**src/rtl/maxadc_pkg.sv**
```systemverilog
// Shared definitions for the MAX19506 trigger/capture front end.
package maxadc_pkg;

  localparam int MAXADC_DATA_W = 8;
  localparam int MAXADC_CNT_W  = 16;

  typedef enum logic [2:0] {
    ST_IDLE    = 3'd0,
    ST_PRETRIG = 3'd1,
    ST_ARMED   = 3'd2,
    ST_POST    = 3'd3,
    ST_DONE    = 3'd4
  } maxadc_state_e;

  // True while a capture is in progress (samples are being written).
  function automatic logic state_is_busy(input maxadc_state_e st);
    return (st == ST_PRETRIG) || (st == ST_ARMED) || (st == ST_POST);
  endfunction

endpackage

```
**src/rtl/maxadc_trig_detect.sv**
```systemverilog
// Edge detector with hysteresis: a sample must first leave the band on the
// far side of the threshold (primed) before a crossing counts as an edge.
module maxadc_trig_detect
  import maxadc_pkg::*;
#(
  parameter int DATA_W = MAXADC_DATA_W
) (
  input  logic              main_clk,
  input  logic              rst_n,
  input  logic [DATA_W-1:0] s1_data,
  input  logic              s1_en,
  input  logic              clear,
  input  logic [DATA_W-1:0] trig_level,
  input  logic [DATA_W-1:0] trig_hyst,
  input  logic              trig_rising,
  output logic              edge_det
);

  logic [DATA_W-1:0] lo_th;
  logic [DATA_W-1:0] hi_th;
  logic [DATA_W:0]   hi_sum;
  logic              prime_zone;
  logic              cross_zone;
  logic              primed_reg;

  // Thresholds saturate instead of wrapping so a wide band near the rails
  // simply makes priming impossible rather than aliasing to the other end.
  assign lo_th  = (trig_level >= trig_hyst) ? (trig_level - trig_hyst) : '0;
  assign hi_sum = {1'b0, trig_level} + {1'b0, trig_hyst};
  assign hi_th  = hi_sum[DATA_W] ? '1 : hi_sum[DATA_W-1:0];

  assign prime_zone = trig_rising ? (s1_data < lo_th) : (s1_data > hi_th);
  assign cross_zone = trig_rising ? (s1_data >= trig_level) : (s1_data <= trig_level);
  assign edge_det   = s1_en && primed_reg && cross_zone;

  // Primed flag: set in the far zone, consumed by an edge, cleared on demand.
  always_ff @(posedge main_clk or negedge rst_n) begin
    if (!rst_n) begin
      primed_reg <= 1'b0;
    end else if (clear) begin
      primed_reg <= 1'b0;
    end else if (s1_en) begin
      if (edge_det) begin
        primed_reg <= 1'b0;
      end else if (prime_zone) begin
        primed_reg <= 1'b1;
      end
    end
  end

endmodule

```
**src/rtl/maxadc_trigger.sv**
```systemverilog
// Level/edge trigger with pre/post sample counting that feeds the capture
// ring buffer. Samples are registered once (stage 1), then the FSM decides
// whether to write them, so data reaches wr_data two cycles after raw_adc.
module maxadc_trigger
  import maxadc_pkg::*;
#(
  parameter int DATA_W = MAXADC_DATA_W,
  parameter int CNT_W  = MAXADC_CNT_W
) (
  input  logic              main_clk,
  input  logic              rst_n,
  input  logic [DATA_W-1:0] raw_adc,
  input  logic              sample_en,
  input  logic              arm,
  input  logic              abort,
  input  logic              force_trig,
  input  logic [DATA_W-1:0] trig_level,
  input  logic [DATA_W-1:0] trig_hyst,
  input  logic              trig_rising,
  input  logic [CNT_W-1:0]  pre_count,
  input  logic [CNT_W-1:0]  post_count,
  output logic              wr_en,
  output logic [DATA_W-1:0] wr_data,
  output logic              wr_trig,
  output logic              busy,
  output logic              triggered,
  output logic              done
);

  // Stage 1 sample register
  logic [DATA_W-1:0] s1_data_reg;
  logic              s1_en_reg;

  // Configuration captured at arm time
  logic [DATA_W-1:0] level_reg;
  logic [DATA_W-1:0] hyst_reg;
  logic              rising_reg;
  logic [CNT_W-1:0]  pre_reg;
  logic [CNT_W-1:0]  post_reg;

  // Control state
  maxadc_state_e     state_reg, state_next;
  logic [CNT_W-1:0]  cnt_reg, cnt_next, cnt_inc;
  logic              force_pend_reg, force_pend_next;
  logic              triggered_reg, triggered_next;

  // Registered outputs
  logic              wr_en_reg, wr_en_next;
  logic [DATA_W-1:0] wr_data_reg, wr_data_next;
  logic              wr_trig_reg, wr_trig_next;
  logic              busy_reg;
  logic              done_reg;

  logic              idle_like;
  logic              arm_accept;
  logic              det_clear;
  logic              det_edge;

  assign idle_like  = (state_reg == ST_IDLE) || (state_reg == ST_DONE);
  assign arm_accept = arm && !abort && idle_like;
  assign det_clear  = arm_accept || abort || idle_like;
  assign cnt_inc    = cnt_reg + {{(CNT_W-1){1'b0}}, 1'b1};

  maxadc_trig_detect #(
    .DATA_W(DATA_W)
  ) u_detect (
    .main_clk   (main_clk),
    .rst_n      (rst_n),
    .s1_data    (s1_data_reg),
    .s1_en      (s1_en_reg),
    .clear      (det_clear),
    .trig_level (level_reg),
    .trig_hyst  (hyst_reg),
    .trig_rising(rising_reg),
    .edge_det   (det_edge)
  );

  // Stage 1: register the incoming sample and its qualifier.
  always_ff @(posedge main_clk or negedge rst_n) begin
    if (!rst_n) begin
      s1_data_reg <= '0;
      s1_en_reg   <= 1'b0;
    end else begin
      s1_data_reg <= raw_adc;
      s1_en_reg   <= sample_en;
    end
  end

  // Latch trigger configuration only when an arm is accepted.
  always_ff @(posedge main_clk or negedge rst_n) begin
    if (!rst_n) begin
      level_reg  <= '0;
      hyst_reg   <= '0;
      rising_reg <= 1'b0;
      pre_reg    <= '0;
      post_reg   <= '0;
    end else if (arm_accept) begin
      level_reg  <= trig_level;
      hyst_reg   <= trig_hyst;
      rising_reg <= trig_rising;
      pre_reg    <= pre_count;
      post_reg   <= post_count;
    end
  end

  // Capture FSM: next state, counters, pending force and write decisions.
  always_comb begin
    state_next      = state_reg;
    cnt_next        = cnt_reg;
    force_pend_next = force_pend_reg;
    triggered_next  = triggered_reg;
    wr_en_next      = 1'b0;
    wr_trig_next    = 1'b0;
    wr_data_next    = wr_data_reg;

    if (abort) begin
      state_next      = ST_IDLE;
      cnt_next        = '0;
      force_pend_next = 1'b0;
      triggered_next  = 1'b0;
    end else begin
      case (state_reg)
        ST_IDLE, ST_DONE: begin
          force_pend_next = 1'b0;
          if (arm) begin
            triggered_next = 1'b0;
            cnt_next       = '0;
            state_next     = (pre_count == '0) ? ST_ARMED : ST_PRETRIG;
          end
        end

        ST_PRETRIG: begin
          if (force_trig) begin
            force_pend_next = 1'b1;
          end
          if (s1_en_reg) begin
            wr_en_next   = 1'b1;
            wr_data_next = s1_data_reg;
            if (cnt_inc == pre_reg) begin
              cnt_next   = '0;
              state_next = ST_ARMED;
            end else begin
              cnt_next = cnt_inc;
            end
          end
        end

        ST_ARMED: begin
          if (force_trig) begin
            force_pend_next = 1'b1;
          end
          if (s1_en_reg) begin
            wr_en_next   = 1'b1;
            wr_data_next = s1_data_reg;
            // A force requested earlier is served by the first sample here.
            if (det_edge || force_pend_reg) begin
              wr_trig_next    = 1'b1;
              triggered_next  = 1'b1;
              cnt_next        = '0;
              force_pend_next = 1'b0;
              state_next      = (post_reg == '0) ? ST_DONE : ST_POST;
            end
          end
        end

        ST_POST: begin
          force_pend_next = 1'b0;
          if (s1_en_reg) begin
            wr_en_next   = 1'b1;
            wr_data_next = s1_data_reg;
            if (cnt_inc == post_reg) begin
              cnt_next   = '0;
              state_next = ST_DONE;
            end else begin
              cnt_next = cnt_inc;
            end
          end
        end

        default: begin
          state_next = ST_IDLE;
          cnt_next   = '0;
        end
      endcase
    end
  end

  // State, counter and output registers.
  always_ff @(posedge main_clk or negedge rst_n) begin
    if (!rst_n) begin
      state_reg      <= ST_IDLE;
      cnt_reg        <= '0;
      force_pend_reg <= 1'b0;
      triggered_reg  <= 1'b0;
      wr_en_reg      <= 1'b0;
      wr_data_reg    <= '0;
      wr_trig_reg    <= 1'b0;
      busy_reg       <= 1'b0;
      done_reg       <= 1'b0;
    end else begin
      state_reg      <= state_next;
      cnt_reg        <= cnt_next;
      force_pend_reg <= force_pend_next;
      triggered_reg  <= triggered_next;
      wr_en_reg      <= wr_en_next;
      wr_data_reg    <= wr_data_next;
      wr_trig_reg    <= wr_trig_next;
      busy_reg       <= state_is_busy(state_next);
      done_reg       <= (state_next == ST_DONE);
    end
  end

  assign wr_en     = wr_en_reg;
  assign wr_data   = wr_data_reg;
  assign wr_trig   = wr_trig_reg;
  assign busy      = busy_reg;
  assign triggered = triggered_reg;
  assign done      = done_reg;

endmodule

```
**config.mk**
```make
export PLATFORM = sky130hd
export DESIGN_NAME = maxadc_trigger
export DESIGN_NICKNAME = d
export VERILOG_FILES = /design/src/rtl/maxadc_pkg.sv /design/src/rtl/maxadc_trig_detect.sv /design/src/rtl/maxadc_trigger.sv
export SDC_FILE = /design/constraint.sdc
export NUM_CORES = 1
export LEC_CHECK = 0
export CORE_MARGIN = 2
export CORE_UTILIZATION = 45
export DETAILED_ROUTE_END_ITERATION = 10
export GPL_TIMING_DRIVEN = 0
export HOLD_SLACK_MARGIN = 0.08
export PLACE_DENSITY = 0.63
export SYNTH_ARGS = -nofsm -noshare
export SYNTH_HDL_FRONTEND = slang
export SYNTH_SLANG_ARGS = --single-unit
```
**constraint.sdc**
```tcl
create_clock -name main_clk -period 4.9 [get_ports main_clk]
set_clock_uncertainty 0.2 [all_clocks]
set_input_delay 0.735 -clock main_clk [delete_from_list [all_inputs] [get_ports main_clk]]
set_output_delay 0.735 -clock main_clk [all_outputs]
set_load 0.02 [all_outputs]
```
=== Yosys cells after proc, flatten, opt, wreduce, memory -nomap -nowiden ===
Index checks and enable logic that the tools add are counted.

* Bits in registers: 92
* Input bits: 63
* Word-level logic and storage cells: 111

* $add $sub $neg: 3
* Magnitude comparators: 5
* Equality and inequality tests: 15
* Multiplexer cells: 45
* Bitwise logic cells: 1
* Reductions and logical operators: 25

{| class="wikitable"
|+ Operators by type and width
! operator !! number
|-
| 16-bit 2-to-1 mux || 8
|-
| 16-bit case mux with 4 select lines || 1
|-
| 16-bit == test || 2
|-
| 16-bit zero test || 2
|-
| 3-bit 2-to-1 mux || 9
|-
| 1-bit 2-to-1 mux || 21
|-
| 16-bit by 1-bit adder with 16-bit output, second input constant || 1
|-
| 8-bit >= comparator || 2
|-
| 8-bit 2-to-1 mux || 2
|-
| 3-bit inequality test, second input constant || 5
|-
| 3-bit by 2-bit == test with 1-bit output, second input constant || 4
|-
| 3-bit case mux with 4 select lines || 1
|-
| 8-bit by 8-bit adder with 9-bit output || 1
|-
| 8-bit greater-than comparator || 1
|-
| 8-bit <= comparator || 1
|-
| 8-bit < comparator || 1
|-
| 8-bit subtractor || 1
|-
| 3-bit by 1-bit == test with 1-bit output, second input constant || 2
|-
| 3-bit == test, second input constant || 2
|-
| 1-bit logical OR || 6
|-
| 3-bit nonzero test || 2
|-
| 3-bit OR reduction || 2
|-
| 5-bit AND reduction || 1
|-
| 1-bit logical AND || 4
|-
| 12 further kinds || 12
|}

=== Logic depth before layout (Yosys ltp) ===
Gate-level depths: netlist of the first run.

* Depth after elaboration: 11
* Gate-level depth with buffers: 19
* Depth with buffers taken out: 19

=== Modules after synthesis ===
Synthesis of the first run repeated with hierarchy kept, for this count alone.

* Cells, all modules: 647
* Area, all modules: 6,261.0 µm²

{| class="wikitable"
|+ Modules (own cells, without submodules)
! module !! times used !! cells each !! area each (µm²) !! sequential area each (µm²)
|-
| maxadc_trigger || 1 || 464 || 4,893.4 || 2,277.2
|-
| maxadc_trig_detect || 1 || 183 || 1,367.6 || 25.0
|}

=== Worst setup path before layout of the first run ===
Ideal clock, no wire load.

* Path kind: register to register
* From: register level_reg[2]
* To: register u_detect.primed_reg
* Data arrival time: 3.106 ns
* Required time: 4.568 ns
* Path slack: 1.462 ns
* Stages on the path, launching flop included: 19
* Buffers on the path: 0
* Clock period less this slack: 3.438 ns
* Cell sequence: dfrtp_1 > ha_1 > nand2b_1 > a21oi_1 > o21bai_1 > a21oi_1 > nor2_1 > o21ba_2 > o21bai_1 > nor2_1 > ha_1 > nor2b_1 > o21a_1 > o21ai_0 > nand2b_1 > a21oi_1 > o21ai_0 > a21oi_1 > a21oi_1

* Longest elaborated chain between the ends: 6

{| class="wikitable"
|+ Ends and longest elaborated chain
! element !! RTL line !! source
|-
| start: declaration || maxadc_trigger.sv:35 || <nowiki>logic [DATA_W-1:0] level_reg;</nowiki>
|-
| start signal: assignment || maxadc_trigger.sv:98 || <nowiki>level_reg <= trig_level;</nowiki>
|-
| 8-bit by 8-bit adder with 9-bit output (tied with other cells) || maxadc_trig_detect.sv:29 || <nowiki>assign hi_sum = {1'b0, trig_level} + {1'b0, trig_hyst};</nowiki>
|-
| 8-bit 2-to-1 mux (tied with other cells) || maxadc_trig_detect.sv:30 || <nowiki>assign hi_th = hi_sum[DATA_W] ? '1 : hi_sum[DATA_W-1:0];</nowiki>
|-
| 8-bit greater-than comparator (tied with other cells) || maxadc_trig_detect.sv:32 || <nowiki>assign prime_zone = trig_rising ? (s1_data < lo_th) : (s1_data > hi_th);</nowiki>
|-
| 1-bit 2-to-1 mux, on equally long branches || maxadc_trig_detect.sv:32, maxadc_trig_detect.sv:43 ||
|-
| 3-bit nonzero test (no source line) or 1-bit 2-to-1 mux (tied branches) || n/a ||
|-
| 2-bit AND reduction (no source line) or 1-bit 2-to-1 mux (tied branches) || n/a ||
|-
| end signal: assignment || maxadc_trig_detect.sv:39 || <nowiki>primed_reg <= 1'b0;</nowiki>
|-
| end signal: assignment || maxadc_trig_detect.sv:41 || <nowiki>primed_reg <= 1'b0;</nowiki>
|-
| end signal: assignment || maxadc_trig_detect.sv:44 || <nowiki>primed_reg <= 1'b0;</nowiki>
|-
| end: declaration || maxadc_trig_detect.sv:24 || <nowiki>logic primed_reg;</nowiki>
|}

Parallel ways exist; a longest one is shown, timed or not. The select of a mux whose other input is x is not followed.
A chain may end at the register's enable or synchronous reset.

=== Worst setup path in the final report of the first run ===
Same ends and word-level chain as after synthesis.

==> flow_metrics.tcl, run 1 <==
set metrics [dict create \
    cts.path.max_buffers 2 \
    core_um2 14000 \
    antenna_found_initial 0 \
    r2r_cells 18 \
    clk_pin_slew_ns 0.08 \
    max_freq_ghz 0.248 \
    cts_made_buffers 9 \
    yosysTopAreaCellShare 0.355 \
    grt.overflow.total 0 \
    fill_cells 1294 \
    layout.cells.non_filler 960 \
    cts-root-buf "clkbuf_16" \
    r2r_start "level_reg[2]" \
    dp_hpwl_um 15100 \
    p_leak_nw 3.22 \
    yosysTopAreaCell "dfrtp_1" \
    r2r_slack_ns 0.87 \
    mappedNetlistArea_um2 6490 \
    multi_input_comb_area_um2 3850 \
    ys_types 76 \
    finalSetupViolations 0 \
    synth_ff_type "dfrtp_1" \
    fin_nets 880 \
    place_area_um2 7480 \
    syn-num-nets 794 \
    crit_start "level_reg[2]" \
    worstSetupStartpointType "flip-flop" \
    final_common_cell "dfrtp_1" \
    first_pass_iters 5 \
    vdd_ir_drop_max_v 0.000222 \
    syn-mean-instance-area_um2 9.42 \
    vias 5713 \
    slew_headroom 0.141 \
    rows 43 \
    grt_pass1_vias 5709 \
    gp_congestion 0.915 \
    viasPerCell 5.95 \
    power_density_nw_per_um2 334 \
    crit_end "u_detect.primed_reg" \
    grt_max_degree 61 \
    cp.required_ns 4.92 \
    ys_seq_area_frac 0.355 \
    slew_viol_final 0 \
    tightest_slew_ns 1.29 \
    ys_warn_count 0 \
    setup_ws_ns 0.875 \
    holdBufCountCts 0 \
    track_usage 0.266 \
    finalHoldViolCount 0 \
    cts_tree "yes" \
    design_area_um2 7790 \
    ant_nets 0 \
    dpl.cell_count 944 \
    clock_tree.htree_level_count 3 \
    layout_common_cells "92 x dfrtp_1, 73 x clkdlybuf4s50_1, 56 x nand2_1, 47 x o21ai_0, 44 x inv_1" \
    rsz0062_at_grt "no" \
    die-height_um 124 \
    hp-class "input pin to asynchronous set/reset pin" \
    wl_um 19500 \
    drive_above_1_share 0.119 \
    syn_inst 689 \
    cap_violations 0 \
    cts.sinks 92 \
    post_drt_wl_per_cell_um 20.3 \
    io_buffers 74 \
    end_kind "flip-flop" \
    path_class "flip-flop to flip-flop" \
    dr.first_iter.drc_count 419 \
    cp.arrival_ns 4.05 \
    status "finished, final reports clean" \
    ys_async_sr_fraction 1.00 \
    dieArea_um2 15400 \
    route.detailed.drc 0 \
    grt_pass1_wl_um 30700 \
    fin_setup_tns_ns 0 \
    initial_core_util 0.464 \
    synth_area_leaders "dfrtp_1 35%, ha_1 7.7%, mux2_2 6.8%" \
    ctsResizeCount 0 \
    boundaryPins 76 \
    synth-edff-count 0 \
    fin_util 0.557 \
    preCtsSetupSlack_ns 0.945 \
    fin_crit_sh 0.821 \
    diodes 0 \
    cts_setup_buffers 0 \
    timing.rr.end "u_detect.primed_reg" \
    die_w_um 124 \
    area_growth_pct 20.1 \
    critPathMaxFanout 8 \
    period_minus_slack_ns 4.03 \
    seq_area_um2 2300 \
    ys_seq_elements 92 \
    clock_latency_ns 0.36 \
]
how the worst min path moves through the flow:
stage / to / slack, ns / depth (start not counted)
detailed placement: wr_data[1] / 0.30 / 1
global route: state_reg[1] / 0.17 / 1
finish: cnt_reg[9] / 0.13 / 1
floorplan: busy / 0.24 / 0
CTS: cnt_reg[15] / 0.15 / 1
global placement: wr_data[1] / 0.30 / 1
critical path, cell delays in order, from the launching register on:
cell and delay [ns]:
dfrtp_1 0.40, ha_1 0.40, nand2b_1 0.20, a21oi_1 0.23, o21bai_1 0.11, a21oi_1 0.16, nor2_1 0.08, o21ba_2 0.20
o21bai_1 0.49, nor2_1 0.09, ha_1 0.32, nor2b_1 0.14, o21a_1 0.15, o21ai_0 0.16, nand2b_1 0.08, a21oi_1 0.13
o21ai_0 0.10, a21oi_1 0.18, a21oi_1 0.08
cell families after synthesis:
kind of cell / after synthesis / synth area share
and+or+nand+nor: 217 / 0.197
DFF: 92 / 0.355
xor gates and xnor gates: 40 / 0.0606
buffers and inverters: 81 / 0.0511
adders and majority gates: 42 / 0.0833
AOI/OAI and AO/OA: 176 / 0.182
muxes: 41 / 0.0708
synthesized netlist by cell type (3+ instances only):
master / n
dfrtp_1: 92
nand2_1: 56
o21ai_0: 47
inv_1: 44
ha_1: 40
mux2_2: 39
nor2_1: 35
a21oi_1: 31
a31oi_1: 24
clkbuf_1: 22
xnor2_1: 22
nor4_1: 15
xor2_1: 15
nand2b_1: 13
nand4_1: 12
nand3_1: 11
nor2b_1: 11
buf_2: 10
nand3b_1: 10
nor3_1: 8
or3_1: 8
a211oi_1: 7
o211ai_1: 7
o21a_1: 7
and4_1: 6
o22ai_1: 6
and3_1: 5
a21o_1: 4
buf_4: 4
nor4_4: 4
o31a_1: 4
a2111oi_0: 3
and2_1: 3
nor3b_1: 3
o21bai_1: 3
or2_2: 3
power by group:
group	internal, mW	switching, mW	total [mW]
clock	0.405	0.338	0.743
combinational	0.423	0.474	0.898
sequential	0.860	0.104	0.964
per-stage QoR:
| stage | total power, mW | hold WS [ns] |
|---|---|---|
| 6_report | 2.61 | 0.131 |
| 3_3_place_gp | 1.84 | 0.298 |
| 3_5_place_dp | 1.86 | 0.295 |
| 5_1_grt | 2.78 | 0.174 |
| 4_1_cts | 2.61 | 0.149 |
| 2_1_floorplan | 1.56 | 0.239 |
per-layer routing:
metal | GRT usage | vias to the layer above | part of all wire
met2 | 0.427 | 161 | 0.46
li1 | - | 2704 | -
met1 | 0.369 | 2820 | 0.47
met4 | 0.0871 | 0 | 0.021
met5 | 0 | - | 0
met3 | 0.0371 | 28 | 0.048
final cells by class:
class | instances | area share
clock buffer | 9 | 0.0289
multi-input combinational | 516 | 0.495
timing repair buffer | 75 | 0.0983
clock inverter | 7 | 0.0111
buffer | 37 | 0.0214
tap | 180 | 0.0289
inverter | 44 | 0.0212
sequential | 92 | 0.296
Power figures use the tool's default switching activity.
==> inputs of run 2 (changes only) <==
Clock period 4.9 ns to 3.9 ns, I/O delays scaled along.
==> run 2 against run 1 <==
Against the previous run:
- worst hold slack improved by 0.18 ns
- register-to-register slack worse by 0.77 ns
- combinational power is 28% higher
- die area unchanged
- critical path depth shrank 8
- clock-buffer cell count stayed put
- total power increased by 26%
- flip-flop and latch count unchanged
- maximum frequency grew 6.1%
- clock power up 25%
- via count rose by 0.25%
- critical endpoint is now cnt_reg[2]
- largest cell class unchanged
- largest power group unchanged
==> flow_metrics.tcl, run 2 (synthesized netlist as in run 1, its figures left out) <==
set metrics [dict create \
    holdPathEnd "wr_data[1]" \
    dp_hpwl_um 15100 \
    finalHoldViolCount 0 \
    power.internal_mw 2.14 \
    vias 5727 \
    tightest_slew_ns 1.26 \
    swShare 0.351 \
    ant_nets 0 \
    slew_viol_final 0 \
    cts-root-buf "clkbuf_16" \
    die-height_um 124 \
    grt_max_degree 61 \
    cts_made_buffers 9 \
    period_minus_slack_ns 3.79 \
    dr.first_iter.drc_count 380 \
    first_pass_iters 5 \
    post_drt_wl_per_cell_um 20.2 \
    core_um2 14000 \
    cts.path.max_buffers 2 \
    clock_tree.htree_level_count 3 \
    r2r_slack_ns 0.11 \
    initial_core_util 0.464 \
    clock_power_share 0.283 \
    diodes 0 \
    boundaryPins 76 \
    crit_start "cnt_reg[1]" \
    cts_tree "yes" \
    power_density_nw_per_um2 419 \
    p_leak_nw 3.24 \
    finalSetupViolations 0 \
    die_w_um 124 \
    critPathMaxFanout 10 \
    drive_above_1_share 0.126 \
    grt_pass1_wl_um 30700 \
    vdd_ir_drop_max_v 0.000280 \
    grt_pass1_vias 5709 \
    cts.sinks 92 \
    grt.overflow.total 0 \
    layout_common_cells "92 x dfrtp_1, 73 x clkdlybuf4s50_1, 56 x nand2_1, 47 x o21ai_0, 44 x inv_1" \
    r2r_cells 10 \
    antenna_found_initial 0 \
    track_usage 0.266 \
    path_class "flip-flop to flip-flop" \
    seq_power_share 0.368 \
    p_total_mw 3.29 \
    min_from "wr_data[1]" \
    cp.arrival_ns 3.82 \
    fin_nets 884 \
    cp.required_ns 3.93 \
    final_common_cell "dfrtp_1" \
    end_kind "flip-flop" \
    area_growth_pct 20.8 \
    p_switching_mw 1.15 \
    combPwrFrac 0.349 \
    whs_path_depth 1 \
    max_freq_ghz 0.264 \
    clk_pin_slew_ns 0.08 \
    slew_headroom 0.156 \
    clock_latency_ns 0.36 \
    timing.rr.end "cnt_reg[2]" \
    wl_um 19500 \
    status "finished, final reports clean" \
    hp-class "flip-flop to flip-flop" \
    rows 43 \
    fin_util 0.560 \
    io_buffers 74 \
    r2r_start "cnt_reg[1]" \
    cap_violations 0 \
    dieArea_um2 15400 \
    worstSetupStartpointType "flip-flop" \
    fin_crit_sh 0.973 \
    gp_congestion 0.915 \
    route.detailed.drc 0 \
    viasPerCell 5.94 \
    hold_slack_ns 0.314 \
]
## run 2: worst max-delay path by stage
stage	end	slack (ns)	cells past startpoint
floorplan	u_detect.primed_reg	0.46	18
detailed placement	u_detect.primed_reg	-0.05	18
global route	u_detect.primed_reg	-0.03	19
global placement	post_reg[12]	-1.46	1
finish	cnt_reg[2]	0.11	10
CTS	u_detect.primed_reg	0.11	18
## run 2: power by group through the flow
stage               registers (mW)  logic (mW)  clock network, mW
floorplan                     1.21       0.744                  0
global placement              1.23        1.08                  0
detailed placement            1.23        1.11                  0
CTS                           1.21        1.13              0.948
global route                  1.23        1.28              0.998
finish                        1.21        1.15              0.931
## run 2: area by class of cell
class	instances	area [µm²]
well taps	180	225
clock inverters	7	86.3
inverters	44	165
plain buffers	37	166
multi-input cells	516	3870
repair buffers	79	798
flip-flops and latches	92	2300
clock buffers	9	225
fillers	1290	6150
## run 2: metrics by stage
| stage | cell area [µm²] | setup TNS (ns) | worst slack (ns) | instances |
|---|---|---|---|---|
| after floorplan | 6490 | 0 | 0.462 | 689 |
| after CTS | 7800 | 0 | 0.109 | 961 |
| after detailed placement | 7480 | -0.0546 | -0.0546 | 944 |
| final | 7840 | 0 | 0.107 | 964 |
| after global routing | 7840 | -0.0277 | -0.0277 | 964 |
| after global placement | 7450 | -133.45 | -1.46 | 943 |
## run 2: per-layer routing
metal  global-route usage  part of all wire  up-vias
li1                     -                 -     2709
met1                0.369              0.47     2816
met2                0.427              0.46      173
met3               0.0371             0.048       29
met4               0.0871             0.021        0
met5                    0                 0        -
## run 2: worst max-delay path, cell delays in order (launching register included)
cell       delay [ns]
dfrtp_1          0.44
ha_1             0.18
buf_2            0.22
nand4_4          0.26
nor4_4           0.41
xor3_1           0.33
a2111oi_1        0.47
o2111ai_1        0.34
nor3_1           0.34
a2111o_2         0.31
o221ai_1         0.15
## run 2: repair_timing
item	CTS	global route
hold endpoints to repair	32	0
buffers inserted	0	3
hold buffers	1	0
gates resized for setup	1	3
pin swaps	0	3
setup endpoints to repair	1	1
==> inputs of run 3 (changes only) <==
--- a/config.mk
+++ b/config.mk
@@ -7,9 +7,10 @@
 export LEC_CHECK = 0
 export CORE_MARGIN = 2
-export CORE_UTILIZATION = 45
+export CORE_UTILIZATION = 30
 export DETAILED_ROUTE_END_ITERATION = 10
+export DONT_BUFFER_PORTS = 1
 export GPL_TIMING_DRIVEN = 0
 export HOLD_SLACK_MARGIN = 0.08
-export PLACE_DENSITY = 0.63
+export PLACE_DENSITY = 0.41
 export SYNTH_ARGS = -nofsm -noshare
 export SYNTH_HDL_FRONTEND = slang
--- a/constraint.sdc
+++ b/constraint.sdc
@@ -3,3 +3,3 @@
 set_input_delay 0.585 -clock main_clk [delete_from_list [all_inputs] [get_ports main_clk]]
 set_output_delay 0.585 -clock main_clk [all_outputs]
-set_load 0.02 [all_outputs]
+set_load 0.01 [all_outputs]
==> run 3 against run 2 <==
Against the previous run:
- combinational power down 11%
- wire length is 5.5% higher
- via count decreased by 6.7%
- critical path depth unchanged
- non-clock buffer count down 67
- setup slack gained 0.086 ns
- cell count grew 3.0%
- critical endpoint is now busy
- worst hold slack got worse by 0.17 ns
- largest power group unchanged
- clock power shrank 4.0%
- flip-flop and latch count did not move
- sequential power hardly changed
==> flow_metrics.tcl, run 3 (synthesized netlist as in run 1, its figures left out) <==
set metrics [dict create \
    status "finished, final reports clean" \
    p_leak_nw 2.97 \
    boundaryPins 76 \
    cts-root-buf "clkbuf_16" \
    cts_tree "yes" \
    fin_crit_sh 0.950 \
    die-height_um 151 \
    multi_input_comb_area_um2 3890 \
    layout.cells.non_filler 993 \
    hp-class "input pin to flip-flop" \
    seq_power_share 0.390 \
    final_common_cell "dfrtp_1" \
    dieArea_um2 22800 \
    power_density_nw_per_um2 430 \
    cp.required_ns 3.94 \
    core_um2 21200 \
    r2r_cells 10 \
    p_total_mw 3.14 \
    gp_congestion 0.877 \
    whs_path_depth 2 \
    ant_nets 0 \
    swShare 0.365 \
    drive_above_1_share 0.138 \
    r2r_start "cnt_reg[1]" \
    finalSetupViolations 0 \
    p_switching_mw 1.15 \
    grt_pass1_wl_um 32100 \
    seq_area_um2 2300 \
    post_drt_wl_per_cell_um 20.7 \
    fin_nets 817 \
    antenna_found_initial 2 \
    track_usage 0.189 \
    cts_made_buffers 9 \
    critPathMaxFanout 10 \
    vdd_ir_drop_max_v 0.000249 \
    cap_violations 0 \
    io_buffers 0 \
    r2r_slack_ns 0.19 \
    clock_power_share 0.285 \
    holdPathEnd "level_reg[0]" \
    slew_headroom 0.294 \
    path_class "flip-flop to flip-flop" \
    power.internal_mw 1.99 \
    cts.sinks 92 \
    tightest_slew_ns 1.05 \
    combPwrFrac 0.325 \
    layout_common_cells "92 x dfrtp_1, 56 x nand2_1, 46 x o21ai_0, 44 x inv_1" \
    min_from "trig_level[0]" \
    viasPerCell 5.38 \
    rsz0062_at_grt "no" \
    route.detailed.drc 0 \
    end_kind "flip-flop" \
    initial_core_util 0.307 \
    max_freq_ghz 0.270 \
    first_pass_iters 5 \
    slew_viol_final 0 \
    worstSetupStartpointType "flip-flop" \
    finalHoldViolCount 0 \
    rows 53 \
    wl_um 20600 \
    dr.first_iter.drc_count 410 \
    fin_util 0.345 \
    dpl.cell_count 964 \
    clk_pin_slew_ns 0.07 \
    grt.overflow.total 0 \
    dp_hpwl_um 15900 \
    grt_pass1_vias 5444 \
    die_w_um 151 \
    grt_max_degree 93 \
    clock_tree.htree_level_count 3 \
    cp.arrival_ns 3.75 \
    timing.rr.end "busy" \
    cts.path.max_buffers 2 \
    clock_latency_ns 0.35 \
    period_minus_slack_ns 3.71 \
    area_growth_pct 12.5 \
    vias 5346 \
    fill_cells 2172 \
]
## run 3: changes by cell type in the layout (fill, tap and decap cells not counted), sizes merged
cell / previous run / this run
buf: 20 / 17
diode: 0 / 1
inv: 46 / 48
dlygate4sd3: 1 / 10
clkdlybuf4s50: 73 / 0
clkinv: 4 / 3
bufinv: 1 / 0
## run 3: critical path, cell delays in order (launching register included)
cell and delay, ns:
dfrtp_1 0.45, ha_1 0.17, buf_2 0.21, nand4_4 0.28, nor4_4 0.41, xor3_1 0.32
a2111oi_1 0.38, o2111ai_1 0.33, o41a_1 0.49, o31a_1 0.14, o21a_1 0.20
## run 3: timing repair
| item | 4_1_cts | 5_1_grt |
|---|---|---|
| pin swaps | 0 | 1 |
| endpoints found under the hold margin | 101 | 0 |
| setup buffers | 0 | 1 |
| resized for setup | 1 | 7 |
| hold buffers | 11 | 0 |
| endpoints found under the setup margin | 1 | 1 |
## run 3: worst max path at each step
stage,from,to,cells after the start
after floorplan,level_reg[2],u_detect.primed_reg,18
after global placement,level_reg[2],u_detect.primed_reg,18
after detailed placement,level_reg[2],u_detect.primed_reg,18
after CTS,level_reg[2],u_detect.primed_reg,18
after global routing,cnt_reg[1],busy,10
final,cnt_reg[1],busy,10
## run 3: final cells by class
cell class,instances,area share
plain buffers,37,0.0228
clock inverters,7,0.00909
repair buffers,12,0.0185
diodes,1,0.000343
clock buffers,9,0.0309
multi-input cells,516,0.533
flip-flops and latches,92,0.316
well taps,275,0.0472
inverters,44,0.0226
## run 3: stage by stage
stage               hold slack (ns)  worst slack [ns]  area, µm²  TNS (ns)
global placement             0.0955            -0.129       6830    -0.129
detailed placement           0.0960            -0.108       6840    -0.108
floorplan                    0.0894             0.462       6490         0
finish                        0.146             0.193       7300         0
CTS                           0.131            0.0864       7260         0
global route                  0.142           0.00292       7290         0
## run 3: layer usage
metal,up-vias,part of all wire,routed length [µm],track usage
met4,0,0.018,374,0.0551
met2,142,0.44,9070,0.286
met3,18,0.049,1010,0.0349
met5,-,0,0,0
li1,2569,-,-,-
met1,2617,0.49,10100,0.275
## run 3: power groups by stage
| stage | clock, mW | combinational, mW | sequential (mW) |
|---|---|---|---|
| final | 0.894 | 1.02 | 1.22 |
| after global routing | 0.967 | 1.17 | 1.25 |
| after CTS | 0.922 | 1.00 | 1.23 |
| after detailed placement | 0 | 0.960 | 1.24 |
| after global placement | 0 | 0.945 | 1.24 |
| after floorplan | 0 | 0.744 | 1.20 |
